`src/rtl/sdram_arb_pkg.sv`:
```
// Shared types and constants for the SDRAM port arbiter: FSM states,
// grant encoding and the byte returned when an access times out.
package sdram_arb_pkg;

  typedef enum logic [1:0] {
    ARB_IDLE,
    ARB_ISSUE,
    ARB_WAIT,
    ARB_DONE
  } arb_state_e;

  typedef logic [1:0] grant_t;

  localparam grant_t GNT_DL   = 2'd0;
  localparam grant_t GNT_CAS  = 2'd1;
  localparam grant_t GNT_CART = 2'd2;

  localparam logic [7:0] TIMEOUT_DATA = 8'hFF;

endpackage

```
`src/rtl/sdram_arb_pick.sv`:
```
// Combinational winner select for the SDRAM port. Download always wins;
// cas/cart use fixed priority unless SDRAM_ARB_RR_EN selects round-robin.
module sdram_arb_pick
  import sdram_arb_pkg::*;
(
  input  logic       dl_pend_i,
  input  logic       cas_req_i,
  input  logic       cart_req_i,
  input  logic       last_cart_i,
  output logic       valid_o,
  output logic [1:0] grant_o
);

`ifndef SDRAM_ARB_RR_EN
  logic unused_last_cart;
  assign unused_last_cart = last_cart_i;
`endif

  always_comb begin
    // NOTE: every output gets a default first so no latch is inferred.
    valid_o = dl_pend_i | cas_req_i | cart_req_i;
    grant_o = GNT_DL;
    if (dl_pend_i) begin
      grant_o = GNT_DL;
    end else if (cas_req_i && cart_req_i) begin
`ifdef SDRAM_ARB_RR_EN
      // Tie goes to whichever reader was not granted last.
      grant_o = last_cart_i ? GNT_CAS : GNT_CART;
`else
      grant_o = GNT_CAS;
`endif
    end else if (cas_req_i) begin
      grant_o = GNT_CAS;
    end else if (cart_req_i) begin
      grant_o = GNT_CART;
    end
  end

endmodule

```
`src/rtl/sdram_port_arb.sv`:
```
// Shares the single 8-bit SDRAM port between the download writer, cassette
// and cartridge readers. Optional round-robin readers: SDRAM_ARB_RR_EN.
module sdram_port_arb
  import sdram_arb_pkg::*;
#(
  parameter int ADDR_W  = 25,
  parameter int TIMEOUT = 31
) (
  input  logic              clk_i,
  input  logic              rst_ni,
  input  logic              dl_wr_i,
  input  logic [ADDR_W-1:0] dl_addr_i,
  input  logic [7:0]        dl_data_i,
  output logic              dl_ovf_o,
  input  logic              cas_req_i,
  input  logic [ADDR_W-1:0] cas_addr_i,
  output logic              cas_ack_o,
  output logic [7:0]        cas_data_o,
  input  logic              cart_req_i,
  input  logic [ADDR_W-1:0] cart_addr_i,
  output logic              cart_ack_o,
  output logic [7:0]        cart_data_o,
  output logic [ADDR_W-1:0] sd_addr_o,
  output logic [7:0]        sd_din_o,
  output logic              sd_rd_o,
  output logic              sd_we_o,
  input  logic [7:0]        sd_dout_i,
  input  logic              sd_ready_i,
  output logic              busy_o,
  output logic              tmo_err_o
);

  localparam int CNT_W = $clog2(TIMEOUT + 1);

  arb_state_e        state_q, state_d;
  logic [1:0]        grant_q, grant_d;
  logic              last_cart_q, last_cart_d;
  logic [CNT_W-1:0]  cnt_q, cnt_d;
  logic              dl_pend_q, dl_pend_d;
  logic [ADDR_W-1:0] dl_addr_q, dl_addr_d;
  logic [7:0]        dl_data_q, dl_data_d;
  logic              dl_ovf_q, dl_ovf_d;
  logic              tmo_q, tmo_d;
  logic [7:0]        cas_data_q, cas_data_d;
  logic [7:0]        cart_data_q, cart_data_d;
  logic [ADDR_W-1:0] sd_addr_q, sd_addr_d;
  logic [7:0]        sd_din_q, sd_din_d;

  logic              pick_valid;
  logic [1:0]        pick_grant;
  logic              timed_out;
  logic              wait_end;
  logic              dl_done;
  logic [7:0]        rd_byte;

  // A strobe in the IDLE cycle competes immediately instead of a cycle late.
  sdram_arb_pick u_pick (
    .dl_pend_i  (dl_pend_q | dl_wr_i),
    .cas_req_i  (cas_req_i),
    .cart_req_i (cart_req_i),
    .last_cart_i(last_cart_q),
    .valid_o    (pick_valid),
    .grant_o    (pick_grant)
  );

  assign timed_out = (cnt_q == CNT_W'(TIMEOUT));
  assign wait_end  = sd_ready_i | timed_out;
  assign dl_done   = (state_q == ARB_DONE) && (grant_q == GNT_DL);
  assign rd_byte   = sd_ready_i ? sd_dout_i : TIMEOUT_DATA;

  always_ff @(posedge clk_i or negedge rst_ni) begin
    if (!rst_ni) begin
      state_q <= ARB_IDLE;
    end else begin
      // NOTE: sequential state always uses non-blocking assignment.
      state_q <= state_d;
    end
  end

  always_comb begin
    state_d = state_q;
    unique case (state_q)
      ARB_IDLE:  if (pick_valid) state_d = ARB_ISSUE;
      ARB_ISSUE: state_d = ARB_WAIT;
      ARB_WAIT:  if (wait_end) state_d = ARB_DONE;
      ARB_DONE:  state_d = ARB_IDLE;
      default:   state_d = ARB_IDLE;
    endcase
  end

  always_comb begin
    sd_rd_o    = (state_q == ARB_ISSUE) && (grant_q != GNT_DL);
    sd_we_o    = (state_q == ARB_ISSUE) && (grant_q == GNT_DL);
    cas_ack_o  = (state_q == ARB_DONE)  && (grant_q == GNT_CAS);
    cart_ack_o = (state_q == ARB_DONE)  && (grant_q == GNT_CART);
    busy_o     = (state_q != ARB_IDLE)  || dl_pend_q;
  end

  always_comb begin
    grant_d     = grant_q;
    last_cart_d = last_cart_q;
    cnt_d       = cnt_q;
    dl_pend_d   = dl_pend_q;
    dl_addr_d   = dl_addr_q;
    dl_data_d   = dl_data_q;
    dl_ovf_d    = dl_ovf_q;
    tmo_d       = tmo_q;
    cas_data_d  = cas_data_q;
    cart_data_d = cart_data_q;
    sd_addr_d   = sd_addr_q;
    sd_din_d    = sd_din_q;

    // A strobe landing on the download's own DONE re-arms without overflow.
    if (dl_wr_i) begin
      dl_pend_d = 1'b1;
      dl_addr_d = dl_addr_i;
      dl_data_d = dl_data_i;
      if (dl_pend_q && !dl_done) dl_ovf_d = 1'b1;
    end else if (dl_done) begin
      dl_pend_d = 1'b0;
    end

    unique case (state_q)
      ARB_IDLE: begin
        if (pick_valid) begin
          grant_d = pick_grant;
          unique case (pick_grant)
            GNT_DL: begin
              sd_addr_d = dl_wr_i ? dl_addr_i : dl_addr_q;
              sd_din_d  = dl_wr_i ? dl_data_i : dl_data_q;
            end
            GNT_CAS: begin
              sd_addr_d   = cas_addr_i;
              last_cart_d = 1'b0;
            end
            default: begin
              sd_addr_d   = cart_addr_i;
              last_cart_d = 1'b1;
            end
          endcase
        end
      end
      ARB_ISSUE: cnt_d = '0;
      ARB_WAIT: begin
        if (wait_end) begin
          if (!sd_ready_i) tmo_d = 1'b1;
          if (grant_q == GNT_CAS)  cas_data_d  = rd_byte;
          if (grant_q == GNT_CART) cart_data_d = rd_byte;
        end else begin
          cnt_d = cnt_q + 1'b1;
        end
      end
      default: ;
    endcase
  end

  always_ff @(posedge clk_i or negedge rst_ni) begin
    if (!rst_ni) begin
      grant_q     <= GNT_DL;
      last_cart_q <= 1'b1;
      cnt_q       <= '0;
      dl_pend_q   <= 1'b0;
      dl_addr_q   <= '0;
      dl_data_q   <= '0;
      dl_ovf_q    <= 1'b0;
      tmo_q       <= 1'b0;
      // NOTE: the read-data registers are reset since their value is visible.
      cas_data_q  <= '0;
      cart_data_q <= '0;
      sd_addr_q   <= '0;
      sd_din_q    <= '0;
    end else begin
      grant_q     <= grant_d;
      last_cart_q <= last_cart_d;
      cnt_q       <= cnt_d;
      dl_pend_q   <= dl_pend_d;
      dl_addr_q   <= dl_addr_d;
      dl_data_q   <= dl_data_d;
      dl_ovf_q    <= dl_ovf_d;
      tmo_q       <= tmo_d;
      cas_data_q  <= cas_data_d;
      cart_data_q <= cart_data_d;
      sd_addr_q   <= sd_addr_d;
      sd_din_q    <= sd_din_d;
    end
  end

  assign dl_ovf_o    = dl_ovf_q;
  assign tmo_err_o   = tmo_q;
  assign cas_data_o  = cas_data_q;
  assign cart_data_o = cart_data_q;
  assign sd_addr_o   = sd_addr_q;
  assign sd_din_o    = sd_din_q;

endmodule

```
`config.mk`:
```
export PLATFORM = sky130hd
export DESIGN_NAME = sdram_port_arb
export DESIGN_NICKNAME = d
export VERILOG_FILES = /design/src/rtl/sdram_arb_pkg.sv /design/src/rtl/sdram_arb_pick.sv /design/src/rtl/sdram_port_arb.sv
export SDC_FILE = /design/constraint.sdc
export NUM_CORES = 1
export LEC_CHECK = 0
export BUFFER_PORTS_ARGS = -buffer_cell sky130_fd_sc_hd__buf_2
export CAP_MARGIN = 10
export CORE_AREA = 3 3 93 95
export CTS_BUF_LIST = sky130_fd_sc_hd__clkbuf_4 sky130_fd_sc_hd__clkbuf_8 sky130_fd_sc_hd__clkbuf_16
export CTS_CLUSTER_SIZE = 24
export DETAILED_ROUTE_END_ITERATION = 10
export DIE_AREA = 0 0 96 98
export PLACE_DENSITY = 0.81
export SYNTH_ARGS = -nofsm -noshare
export SYNTH_HDL_FRONTEND = slang
export SYNTH_HIERARCHICAL = 1
export SYNTH_SLANG_ARGS = --single-unit
```
`constraint.sdc`:
```
create_clock -name clk_i -period 3.1 [get_ports clk_i]
set_input_delay 0.465 -clock clk_i [delete_from_list [all_inputs] [get_ports clk_i]]
set_output_delay 0.465 -clock clk_i [all_outputs]
set_load 0.005 [all_outputs]
```
==> results.md, run 1 <==
- Psw: 1.42 mW
- RSZ-0062 raised after global routing: no
- Num rows: 32
- Status: finished clean
- Post-route ant nets: 0
- Worst-path clk slew: 0.10 ns
- Startpoint types: flop
- Critical Path End Type: flop
- Sequential standard cell area: 2350 sq um
- Clk_lat worst skew: 0.36 ns
- Slew headroom: 22.2%
- CTS tree: built
- Initial antenna violation count: 0
- Max_cap viols: 0
- Endpoints failing setup: 0
- Share of post-route cells with drive strength above 1: 49.9%
- Vias after detailed routing: 3,149
- Total Power: 4.18 mW
- R2r setup slk: 0.72 ns
- Clock buffer count from CTS: 9
- Least-Margin Pin Slew: 1.16 ns
- H-Tree Depth: 3
- Internal power: 2.77 mW
- CTS Sinks: 94
- Fin crit period: 2.38 ns
- GPL Wtd Cong: 0.780
- Chip width: 96 um
- Wire per inst: 16.9 um
- Largest vdd supply drop: 0.000329 V
- Skew final: 0.0107 ns
- Crit path DAT: 2.66 ns
- GRT overflow: 0
- PostCTS Resize Cnt: 0
- Ys Warns: 6
- Antenna fix cells: 0
- Clock share of power: 20.0%
- Post-DP HPWL: 7.30 mm
- Placed inst area: 4960 sq um
- Syn_nets: 438
- Post-route cell area: 5170 sq um
- Static power due to leakage: 2.55 nW
- Final Non-Filler Cells: 593
- Chip height: 98 um
- Post-CTS setup buffers: 0
- Synth Area per Inst: 12.3 sq um
- Slew Viols, Final: 0
- Comb pwr share: 35.9%
- Initial core utilization: 52.6%
- Max Clock Freq: 421 MHz
- Vias in the first global route: 3,355
- DRC Markers: 0
- Pwr Density: 809 nW/um^2
- Die area: 9410 sq um
- Crit Path Category: flop to flop
- TNS Setup: 0 ns
- CP Data Required Time: 3.38 ns
- Min-delay worst type: input pin to async pin
- Final count of hold timing violations: 0
- Period utilization: 76.7%
- Pre-CTS setup slack: 0.534 ns
- Core area: 7810 sq um
- Fin worst setup slack: 0.723 ns
- CP max FO: 25
- First-pass GRT wire length: 16.1 mm
- Largest net degree at the start of global routing: 55
- CTS root buffer: clkbuf_8
- DRT iter0 DRCs: 97
- Reg power frac: 44.1%
- Multi-input logic area: 1650 sq um
- Number of detailed-route iterations in the first pass: 4
- Layout area overhead: 26.0%
- Final-layout fill cell count: 620
- Synthesized area: 4110 sq um
- # nets final: 589
- Port Buf Inserts: 152
- Post-DR vias/cell: 5.31
- GRT Overall Usage: 22.1%
- Clk buf depth: 2
- Placed insts: 577
- Switch share: 33.8%
- I/O pin total: 153
- Synth Instances: 335
- CTS Hold Bufs: 0
- Final wirelength: 10.0 mm
layer usage:
| layer | share of wire, % | up-vias | GRT usage (%) |
|---|---|---|---|
| met3 | 5.7 | 17 | 3.78 |
| met5 | 0 | - | 0 |
| met1 | 41 | 1541 | 26.6 |
| li1 | - | 1486 | - |
| met2 | 51 | 105 | 38.2 |
| met4 | 2.0 | 0 | 9.52 |
power by group through the flow:
stage	sequential, mW	combinational [mW]	clock, mW
2_1_floorplan	1.87	0.871	0
3_3_place_gp	1.84	1.45	0
3_5_place_dp	1.86	1.53	0
4_1_cts	1.85	1.53	0.856
5_1_grt	1.89	1.69	0.901
6_report	1.84	1.50	0.837
sequential cells by signal (all words and copies together), names as in the netlist:
register     cells
tmo_err_o        1
cnt_q            5
cas_data_o       8
grant_q          2
cart_data_o      8
dl_ovf_o         1
state_q          2
sd_din_o         8
dl_data_q        8
sd_addr_o       25
dl_addr_q       25
dl_pend_q        1
cell type report:
type | count | share of cell area, %
Clock buffer | 10 | 2.66
Clock inverter | 6 | 1.35
Inverter | 4 | 0.290
Multi-Input combinational cell | 219 | 31.9
Sequential cell | 94 | 45.5
Tap cell | 102 | 2.47
Timing Repair Buffer | 158 | 15.9
worst paths after layout:
kind / end / depth (start not counted) / start
worst max-delay path: sd_addr_o[7]$_DFFE_PN0P_ / 5 / dl_pend_q$_DFFE_PN0P_
worst min-delay path: sd_din_o[1]$_DFFE_PN0P_ / 1 / rst_ni
worst max register to register: sd_addr_o[7]$_DFFE_PN0P_ / 5 / dl_pend_q$_DFFE_PN0P_
worst min register to register: dl_ovf_o$_DFFE_PN0P_ / 1 / dl_ovf_o$_DFFE_PN0P_
max in group asynchronous: dl_addr_q[8]$_DFF_PN0_ / 2 / rst_ni
min in group clk_i: dl_data_q[0]$_DFF_PN0_ / 2 / dl_data_i[0]
metrics by stage:
stage / hold slack (ns) / util [%]
4_1_cts: 0.0782 / 66.3
3_3_place_gp: 0.439 / 63.6
3_5_place_dp: 0.454 / 63.6
6_report: 0.0677 / 66.3
2_1_floorplan: 0.169 / -
5_1_grt: 0.0928 / 66.3
layout by cell type (no fill, tap or decap), types with 2 or more instances in the layout:
cell type,n
nand2b_1,10
dfrtp_1,94
nor2_1,26
nor3b_4,3
nor2b_1,2
clkbuf_8,10
mux2i_1,3
nand2_1,39
a21oi_1,25
a221oi_1,25
o21ai_0,2
buf_4,6
inv_1,4
buf_2,151
or2_2,2
clkinvlp_4,3
mux2_2,58
and3b_1,2
ha_1,6
and2_1,2
worst max-delay path, stage by stage (launching register included):
cell and delay (ns):
dfrtp_1 0.42, or2_2 0.32, nor2b_1 0.17, nor2b_2 0.95, a221oi_1 0.21, a21oi_1 0.23
Note: power is estimated with default switching activity, not from simulation.
==> run 2: changes to the inputs <==
- CORE_AREA: 3 3 93 95 -> 3 3 96 98
- DIE_AREA: 0 0 96 98 -> 0 0 99 101
- PLACE_DENSITY: 0.81 -> 0.77
- clock period: 3.1 -> 2.4 ns (I/O delays scaled with it)
==> run 2 against run 1 <==
Combinational power grew 33%. Utilization fell by 5.3 points. Sequential share of layout area fell by 0.35 points. Power up 28%. Clock skew grew 0.00066 ns. Die area increased by 6.3%. Critical path type unchanged. Clock power rose by 17%. Maximum frequency grew 13%. Cell area rose by 0.77%.
==> results.md, run 2 (synthesis results as in run 1) <==
- CP Data Required Time: 2.64 ns
- Critical Path End Type: flop
- Share of post-route cells with drive strength above 1: 50.0%
- Top delay family on crit path: simple AND/OR/NAND/NOR gates
- CP Cell Sequence: ha_1, and3_1, ha_1, o21ai_2, nor3b_4, mux2_2
- Worst hold slack: 0.252 ns
- CTS Sinks: 94
- Comb pwr share: 37.3%
- Clock buffer count from CTS: 9
- GPL Wtd Cong: 0.861
- Max_cap viols: 0
- Post-CTS setup buffers: 0
- DRC Markers: 0
- Slew headroom: 24.4%
- Endpoints failing setup: 0
- Fin worst setup slack: 0.294 ns
- Clock share of power: 18.3%
- R2r startpoint: cnt_q[0]$_DFFE_PN0P_
- Die area: 10000 sq um
- Worst-case reg-to-reg path depth: 6
- Status: finished clean
- Most frequent cells in the layout: buf_2 (151), dfrtp_1 (94), mux2_2 (58)
- Num rows: 34
- Chip height: 101 um
- Largest vdd supply drop: 0.000557 V
- Placed inst area: 5010 sq um
- Antenna fix cells: 0
- Post-route cell area: 5210 sq um
- Largest net degree at the start of global routing: 53
- Total Power: 5.36 mW
- First-pass GRT wire length: 16.4 mm
- Worst-path clk slew: 0.09 ns
- TNS Setup: 0 ns
- Switch share: 33.8%
- Chip width: 99 um
- Initial core utilization: 48.0%
- CP max FO: 8
- Wire per inst: 16.3 um
- Post-DR vias/cell: 5.35
- Layout Utilization: 61.0%
- Slowest stage delay, CP: 0.48 ns
- Crit path DAT: 2.35 ns
- Startpoint types: flop
- Layout area overhead: 27.0%
- Pwr Density: 1030 nW/um^2
- Min-delay worst type: input pin to flop
- Final count of hold timing violations: 0
- FF-to-FF End: cas_data_o[5]$_DFFE_PN0P_
- I/O pin total: 153
- CTS tree: built
- Hold endpoint: dl_data_q[0]$_DFF_PN0_
- Hold Crit Depth: 2
- Clk buf depth: 2
- Crit Path Category: flop to flop
- Internal power: 3.55 mW
- Final-layout fill cell count: 716
- CP startpoint: cnt_q[0]$_DFFE_PN0P_
- Skew final: 0.0113 ns
- Vias after detailed routing: 3,220
- Final wirelength: 9.81 mm
- R2r setup slk: 0.29 ns
- Vias in the first global route: 3,397
- # nets final: 592
- Fin crit period: 2.11 ns
- H-Tree Depth: 3
- Commonest non-fill, non-tap cell in the layout: buf_2
- Pre-CTS setup slack: 0.0425 ns
- Static power due to leakage: 2.57 nW
- Hold_sp: dl_data_i[0]
- Slew Viols, Final: 0
- DRT iter0 DRCs: 93
- Final Non-Filler Cells: 602
- Most used cell, CP: ha_1
- CTS root buffer: clkbuf_8
- Least-Margin Pin Slew: 1.13 ns
- Post-route ant nets: 0
- Core area: 8550 sq um
- Reg power frac: 44.4%
- Period utilization: 87.8%
- Post-DP HPWL: 7.25 mm
- Buffers & Inverters on Critical Path: 0
- GRT Overall Usage: 20.5%
- Number of detailed-route iterations in the first pass: 4
- Slowest CP cell: nor3b_4
- Placed insts: 585
- RSZ-0062 raised after global routing: no
- Max Clock Freq: 475 MHz
- GRT overflow: 0
- Port Buf Inserts: 152
- Clk_lat worst skew: 0.35 ns
- Initial antenna violation count: 0
- Psw: 1.81 mW
[run 2: cell count changes in the layout (fill, tap and decap cells not counted)]
cell	previous run	this run
buf_12	1	3
nor2b_2	1	0
nor2b_4	0	1
clkinv_2	0	2
dlygate4sd3_1	0	1
bufinv_16	1	0
inv_6	1	0
clkinvlp_4	3	2
clkbuf_8	10	11
[run 2: repair_timing]
action                                  4_1_cts  5_1_grt
hold buffers                                  1        0
gates resized for setup                       0        1
endpoints found under the setup margin        0       22
endpoints found under the hold margin        14        0
[run 2: worst max-delay path by stage]
stage / to / slack, ns / depth (start not counted)
4_1_cts: sd_addr_o[2]$_DFFE_PN0P_ / 0.15 / 5
5_1_grt: cas_data_o[1]$_DFFE_PN0P_ / 0.17 / 6
6_report: cas_data_o[5]$_DFFE_PN0P_ / 0.29 / 6
3_3_place_gp: sd_addr_o[23]$_DFFE_PN0P_ / 0.1 / 6
2_1_floorplan: sd_addr_o[10]$_DFFE_PN0P_ / 0.12 / 8
3_5_place_dp: sd_addr_o[19]$_DFFE_PN0P_ / 0.04 / 6
[run 2: final cells by class]
type	count	area [sq um]	share of cell area [%]
clock buffer	11	151	2.90
clock inverter	5	33.8	0.648
inverter	4	15.0	0.288
multi-input combinational	219	1650	31.7
sequential	94	2350	45.1
tap	108	135	2.59
timing repair buffer	161	871	16.7
[run 2: metal layers]
metal / global-route usage [%] / share of wire [%] / routed length [um]
met3: 5.54 / 8.5 / 835
met5: 0 / 0 / 0
met2: 32.8 / 47 / 4640
met4: 8.40 / 2.2 / 215
met1: 26.6 / 42 / 4120
[run 2: power groups by stage]
stage               clock, mW  combinational, mW  sequential, mW
floorplan                   0               1.13            2.41
global placement            0               1.96            2.38
detailed placement          0               2.03            2.41
CTS                      1.00               2.03            2.38
global route             1.08               2.24            2.45
finish                  0.978               2.00            2.38
